### src/rtl/bp_fe_pkg.sv
// Shared constants and assertion message codes for the FE dual-issue fetch queue.
package bp_fe_pkg;

  localparam int fe_queue_width_gp = 128;
  localparam int fe_lanes_gp       = 2;

  typedef enum logic [1:0] {
    e_msg_enq_not_ready,
    e_msg_deq_out_of_order,
    e_msg_deq_not_valid
  } bp_fe_assert_msg_e;

  // Number of asserted lanes, 0..2.
  function automatic logic [1:0] bp_fe_lane_sum(input logic a, input logic b);
    return {1'b0, a} + {1'b0, b};
  endfunction

`ifndef SYNTHESIS
  function automatic string bp_fe_msg_text(input bp_fe_assert_msg_e msg);
    case (msg)
      e_msg_enq_not_ready:    return "enqueue while queue not ready, packets dropped";
      e_msg_deq_out_of_order: return "lane-2 dequeue without lane-1 dequeue";
      e_msg_deq_not_valid:    return "dequeue of an entry that is not valid";
      default:                return "unknown";
    endcase
  endfunction
`endif

endpackage

### src/rtl/bp_fe_dual_queue_mem.sv
// Queue storage: els_p entries, two write ports, two asynchronous read ports, async clear on reset.
module bp_fe_dual_queue_mem
  import bp_fe_pkg::*;
#(
  parameter  int els_p    = 8,
  parameter  int width_p  = fe_queue_width_gp,
  localparam int idx_w_lp = $clog2(els_p)
) (
  input  logic                clk,
  input  logic                reset_n,
  input  logic                w0_v,
  input  logic [idx_w_lp-1:0] w0_addr,
  input  logic [width_p-1:0]  w0_data,
  input  logic                w1_v,
  input  logic [idx_w_lp-1:0] w1_addr,
  input  logic [width_p-1:0]  w1_data,
  input  logic [idx_w_lp-1:0] r0_addr,
  output logic [width_p-1:0]  r0_data,
  input  logic [idx_w_lp-1:0] r1_addr,
  output logic [width_p-1:0]  r1_data
);

  logic [width_p-1:0] mem_r [els_p];

  // The two write addresses are always consecutive, so they never collide.
  always_ff @(posedge clk or negedge reset_n) begin
    if (!reset_n) begin
      for (int i = 0; i < els_p; i++) mem_r[i] <= '0;
    end else begin
      if (w0_v) mem_r[w0_addr] <= w0_data;
      if (w1_v) mem_r[w1_addr] <= w1_data;
    end
  end

  assign r0_data = mem_r[r0_addr];
  assign r1_data = mem_r[r1_addr];

endmodule

### src/rtl/bp_fe_dual_queue.sv
// Dual-issue FE fetch queue: two enqueue lanes, oldest two entries presented to the BE, flush on clear_i.
// Define BP_FE_QUEUE_BYPASS_EN to forward packets into an empty / single-entry queue in the same cycle.
module bp_fe_dual_queue
  import bp_fe_pkg::*;
#(
  parameter  int els_p            = 8,
  parameter  int fe_queue_width_p = fe_queue_width_gp,
  localparam int ptr_width_lp     = $clog2(els_p) + 1
) (
  input  logic                        clk_i,
  input  logic                        reset_n_i,
  input  logic                        clear_i,
  input  logic                        enq_v1_i,
  input  logic                        enq_v2_i,
  input  logic [fe_queue_width_p-1:0] enq1_i,
  input  logic [fe_queue_width_p-1:0] enq2_i,
  output logic                        enq_ready_o,
  output logic [fe_queue_width_p-1:0] fe_queue1_o,
  output logic [fe_queue_width_p-1:0] fe_queue2_o,
  output logic                        fe_queue_v1_o,
  output logic                        fe_queue_v2_o,
  input  logic                        deq_v1_i,
  input  logic                        deq_v2_i,
  output logic [ptr_width_lp-1:0]     count_o
);

  localparam int idx_w_lp = ptr_width_lp - 1;

  logic [ptr_width_lp-1:0]     rd_ptr_r, wr_ptr_r, count;
  logic [idx_w_lp-1:0]         rd_idx0, rd_idx1, wr_idx0, wr_idx1;
  logic [fe_queue_width_p-1:0] rd_data0, rd_data1;
  logic [fe_queue_width_p-1:0] lane0_data, lane1_data;
  logic                        mem_v1, mem_v2;
  logic                        enq_any, enq_fire, deq1_ok, deq2_ok;
  logic [1:0]                  n_enq, n_deq, n_skip, n_wr;

  assign count       = wr_ptr_r - rd_ptr_r;
  assign count_o     = count;
  assign enq_ready_o = (count <= ptr_width_lp'(els_p - 2));

  assign rd_idx0 = rd_ptr_r[idx_w_lp-1:0];
  assign rd_idx1 = rd_idx0 + idx_w_lp'(1);
  assign wr_idx0 = wr_ptr_r[idx_w_lp-1:0];
  assign wr_idx1 = wr_idx0 + idx_w_lp'(1);

  // Compacted enqueue lanes: lane 0 is the oldest valid packet.
  assign lane0_data = enq_v1_i ? enq1_i : enq2_i;
  assign lane1_data = enq2_i;
  assign enq_any    = enq_v1_i | enq_v2_i;
  assign enq_fire   = enq_any & enq_ready_o & ~clear_i;
  assign n_enq      = enq_fire ? bp_fe_lane_sum(enq_v1_i, enq_v2_i) : 2'd0;

  assign mem_v1 = (count != '0);
  assign mem_v2 = (count > ptr_width_lp'(1));

  always_comb begin
    fe_queue_v1_o = mem_v1;
    fe_queue_v2_o = mem_v2;
    fe_queue1_o   = rd_data0;
    fe_queue2_o   = rd_data1;
`ifdef BP_FE_QUEUE_BYPASS_EN
    if (!clear_i && enq_any && count == '0) begin
      fe_queue_v1_o = 1'b1;
      fe_queue_v2_o = enq_v1_i & enq_v2_i;
      fe_queue1_o   = lane0_data;
      fe_queue2_o   = lane1_data;
    end else if (!clear_i && enq_any && count == ptr_width_lp'(1)) begin
      fe_queue_v2_o = 1'b1;
      fe_queue2_o   = lane0_data;
    end
`endif
  end

  // Illegal dequeues are masked so a protocol slip cannot corrupt the pointers.
  assign deq1_ok = deq_v1_i & fe_queue_v1_o & ~clear_i;
  assign deq2_ok = deq_v2_i & deq1_ok & fe_queue_v2_o;
  assign n_deq   = bp_fe_lane_sum(deq1_ok, deq2_ok);

`ifdef BP_FE_QUEUE_BYPASS_EN
  // From an empty queue, dequeued packets come straight off the enqueue lanes and are never stored.
  assign n_skip = (count == '0) ? n_deq : 2'd0;
`else
  assign n_skip = 2'd0;
`endif
  assign n_wr = n_enq - n_skip;

  bp_fe_dual_queue_mem #(
    .els_p   (els_p),
    .width_p (fe_queue_width_p)
  ) mem (
    .clk     (clk_i),
    .reset_n (reset_n_i),
    .w0_v    (n_wr != 2'd0),
    .w0_addr (wr_idx0),
    .w0_data ((n_skip != 2'd0) ? lane1_data : lane0_data),
    .w1_v    (n_wr == 2'd2),
    .w1_addr (wr_idx1),
    .w1_data (lane1_data),
    .r0_addr (rd_idx0),
    .r0_data (rd_data0),
    .r1_addr (rd_idx1),
    .r1_data (rd_data1)
  );

  always_ff @(posedge clk_i or negedge reset_n_i) begin
    if (!reset_n_i) begin
      rd_ptr_r <= '0;
      wr_ptr_r <= '0;
    end else if (clear_i) begin
      rd_ptr_r <= '0;
      wr_ptr_r <= '0;
    end else begin
      rd_ptr_r <= rd_ptr_r + ptr_width_lp'(n_deq - n_skip);
      wr_ptr_r <= wr_ptr_r + ptr_width_lp'(n_wr);
    end
  end

`ifndef SYNTHESIS
  always @(posedge clk_i) begin
    if (reset_n_i && !clear_i) begin
      assert (!(enq_any && !enq_ready_o))
        else $warning("bp_fe_dual_queue: %s", bp_fe_msg_text(e_msg_enq_not_ready));
      assert (!(deq_v2_i && !deq_v1_i))
        else $error("bp_fe_dual_queue: %s", bp_fe_msg_text(e_msg_deq_out_of_order));
      assert (!((deq_v1_i && !fe_queue_v1_o) || (deq_v2_i && !fe_queue_v2_o)))
        else $error("bp_fe_dual_queue: %s", bp_fe_msg_text(e_msg_deq_not_valid));
    end
  end
`endif

endmodule

### config.mk
export PLATFORM = sky130hd
export DESIGN_NAME = bp_fe_dual_queue
export DESIGN_NICKNAME = d
export VERILOG_FILES = /design/src/rtl/bp_fe_pkg.sv /design/src/rtl/bp_fe_dual_queue_mem.sv /design/src/rtl/bp_fe_dual_queue.sv
export SDC_FILE = /design/constraint.sdc
export NUM_CORES = 2
export LEC_CHECK = 0
export BUFFER_PORTS_ARGS = -buffer_cell sky130_fd_sc_hd__buf_2
export CORE_MARGIN = 2
export CORE_UTILIZATION = 25
export CTS_BUF_LIST = sky130_fd_sc_hd__clkbuf_4 sky130_fd_sc_hd__clkbuf_8
export DETAILED_ROUTE_END_ITERATION = 6
export GPL_TIMING_DRIVEN = 0
export MAX_ROUTING_LAYER = met4
export SKIP_LAST_GASP = 1
export SLEW_MARGIN = 20
export SYNTH_ARGS = -nofsm -noshare
export SYNTH_HDL_FRONTEND = slang
export SYNTH_SLANG_ARGS = --single-unit
### constraint.sdc
create_clock -name clk_i -period 3.5 [get_ports clk_i]
set_input_delay 0.175 -clock clk_i [delete_from_list [all_inputs] [get_ports clk_i]]
set_output_delay 0.175 -clock clk_i [all_outputs]
set_load 0.05 [all_outputs]
==> impl_metrics.ini <==
[critical_path]
critPathBufInv = 3
slowest_stage = dfrtp_2
crit_path_max_fanout = 10
cpMostUsedCell = buf_2
crit_required_ps = 3320
start_kind = flip-flop
path_cells = ha_4 -> xor2_1 -> buf_2 -> buf_2 -> mux2_2 -> buf_4
setup.worst_path.class = reg2out
arrival_ps = 3520
critPathCaptureType = primary output
slowest_delay_ps = 500
reg2reg_slack_ps = -90
cp_top_family = buffers and inverters

[cts]
cts-htree-levels = 4
clkLatencyLatePin_ps = 960
cts_root_buf = clkbuf_8
clk_pin_slew_ps = 60
clock-sinks = 1032
numCtsBuffers = 184
cts_max_path_buffers = 3
cts_tree = done

[grt]
grt_max_degree = 130
antenna_found_initial = 37
grt_pass1_wl_um = 425400
grt_pass1_vias = 58120
overflow = 0
grt.total_usage_pct = 24.08

[logic_synthesis]
synthDistinctLibCells = 49
synthArstFlopShare_pct = 100.0
syn_area_um2 = 61740
synth_edf_count = 0
syn_avg_cell_area_um2 = 11.65
synth_nets = 5574
ys_seq_area_share_pct = 41.83
ys.flop_type = dfrtp_1
ys_warn_count = 0
synth_seq_cells = 1032
syn_inst = 5298

[final_layout]
area_delta_synth_final_pct = 33.40
n_fill_cell = 24240
fin_util_pct = 33.52
nets = 6872
layout-drive-gt1-share_pct = 34.05

[power]
finalPower_uw = 69170
powerDensity_nw_per_um2 = 839.8
leakage_uw = 0.03908
ir_drop_uv = 946.4

[floorplanning]
start_util_pct = 25.13
die_area_um2 = 250900
coreArea_um2 = 245700
rows = 182
die_w_um = 500.9
die_h_um = 500.9
io_pins = 526

[sta]
slew_headroom_pct = 24.31
setup_tns_ps = -22670
report.final.slew_viol_count = 0
setup_viol = 383
skew_ps = 57.19
fin_crit_ps = 3693
hold_violations = 0
rsz0062_at_grt = true
finalCritPeriodShare_pct = 105.5
final.setup.worst_slack_ps = -192.6
achievable-frequency_mhz = 270.8
tightest_slew_ps = 1135

[min_path]
hp-class = in2reg

[placed_design]
gp_congestion = 0.9241
hpwl_um = 207200
portBuffers = 525

[detailed_routing]
antenna_left = 0
drc = 0
vias_per_cell = 5.858
totalWireLength_um = 308300
avgRoutedWirePerCell_um = 30.80
dr_total_vias = 58630
drt_pre_antenna_iters = 6
drt_iter0_markers = 7514

[outcome]
status = finished with violations
violations = setup timing

[job]
cap_violations = 0
-- kinds of logic after synthesis --
group	after synthesis	share of synthesized area [%]
AOI/OAI and AO/OA	1420	14.77
buffers and inverters	705	4.834
xor gates and xnor gates	10	0.1540
and+or+nand+nor	694	4.390
adders and majority gates	13	0.2999
DFF	1032	41.83
muxes	1424	33.72
-- cell type report --
cell class                 count  area [µm²]  area share, %
antenna                       43       107.6         0.1306
timing repair buffer        1122        9762          11.85
inverter                     137       521.8         0.6335
buffer                       557        4518          5.486
multi-input combinational   3562       33490          40.66
sequential                  1032       25830          31.36
tap                         3220        4029          4.892
clock inverter                49       573.1         0.6958
clock buffer                 285        3535          4.292
-- repair_timing --
item,CTS,global route
pin swaps,105,18
resized for setup,710,484
hold buffers,349,1
endpoints found under the setup margin,1294,1374
setup buffers,150,40
gates cloned,10,19
hold endpoints to repair,1320,1
-- metal layers --
layer,track usage [%],wire (µm),vias to the layer above
met2,34.51,135700,4486
met1,29.10,114100,29900
met4,14.18,19640,0
li1,-,-,23450
met5,-,0,-
met3,8.416,38840,789
-- worst paths after layout --
path / start / to / cells after the start
max: rd_ptr_r[0] / fe_queue2_o[126] / 6
min: enq1_i[15] / mem.mem_r[271] / 6
max reg2reg: rd_ptr_r[0] / mem.mem_r[93] / 14
min reg2reg: mem.mem_r[381] / mem.mem_r[381] / 2
max in group asynchronous: reset_n_i / mem.mem_r[255] / 8
min in group asynchronous: reset_n_i / mem.mem_r[50] / 4
-- cells in the final DEF, fill, tap and decap left out, drive strengths merged, types with 7 or more instances in the layout --
master | synthesis | final
bufinv | 0 | 7
o221ai | 112 | 112
o21ai | 243 | 243
o22ai | 912 | 912
nand2 | 645 | 645
dlygate4sd3 | 0 | 349
nor2b | 7 | 7
diode | 0 | 43
inv | 137 | 148
o211ai | 130 | 130
nand3 | 8 | 8
dfrtp | 1032 | 1032
ha | 10 | 10
mux4 | 512 | 512
clkinv | 0 | 27
mux2 | 128 | 128
mux2i | 784 | 784
clkbuf | 233 | 537
buf | 335 | 1076
nor2 | 13 | 13
-- through the flow --
stage / hold WS (ps) / area (µm²) / worst slack [ps] / cells
4_1_cts: 0.8568 / 80330 / -281.6 / 9914
6_report: 28.06 / 82360 / -192.6 / 10010
3_3_place_gp: 393.7 / 68420 / -21000 / 9043
5_1_grt: 19.83 / 82330 / -278.0 / 9996
3_5_place_dp: 59.93 / 69270 / -2717 / 9075
2_1_floorplan: -120.6 / 61760 / -21.18 / 5298
-- state kept, by name, indices dropped and copies added (netlist names) --
| signal | flops |
|---|---|
| wr_ptr_r | 4 |
| mem.mem_r | 1024 |
| rd_ptr_r | 4 |
-- Yosys cell counts, types with 4 or more instances --
library cell | n | area share [%]
xor2_1 | 4 | 0.057
a21o_1 | 6 | 0.073
a211oi_2 | 4 | 0.081
nor2_1 | 13 | 0.079
mux4_2 | 512 | 19
o21ai_1 | 18 | 0.15
mux2_2 | 128 | 2.3
o211ai_1 | 129 | 1.6
ha_1 | 10 | 0.20
clkbuf_1 | 233 | 1.4
nand3_1 | 7 | 0.057
o21ai_0 | 224 | 1.8
dfrtp_1 | 1032 | 42
buf_2 | 267 | 2.2
and2_1 | 4 | 0.041
inv_1 | 136 | 0.83
o221ai_1 | 112 | 1.6
nand2_1 | 645 | 3.9
a21oi_1 | 4 | 0.032
nor2b_1 | 7 | 0.071
buf_1 | 67 | 0.41
xnor2_1 | 5 | 0.071
o22ai_1 | 912 | 9.2
mux2i_1 | 784 | 13
-- worst min-delay path, cell delays in order --
cell,delay [ps]
buf_2,70
nand2_1,140
o211ai_1,140
buf_4,190
o221ai_1,130
o21ai_0,90
-- report_power, final --
group          switching, µW  internal [µW]  leakage [µW]  total [µW]
Clock                   5960           7030       0.00218       13000
Combinational          23100          14500        0.0235       37600
Sequential              3000          15500        0.0134       18500
Note: power is estimated with default switching activity, not from simulation.
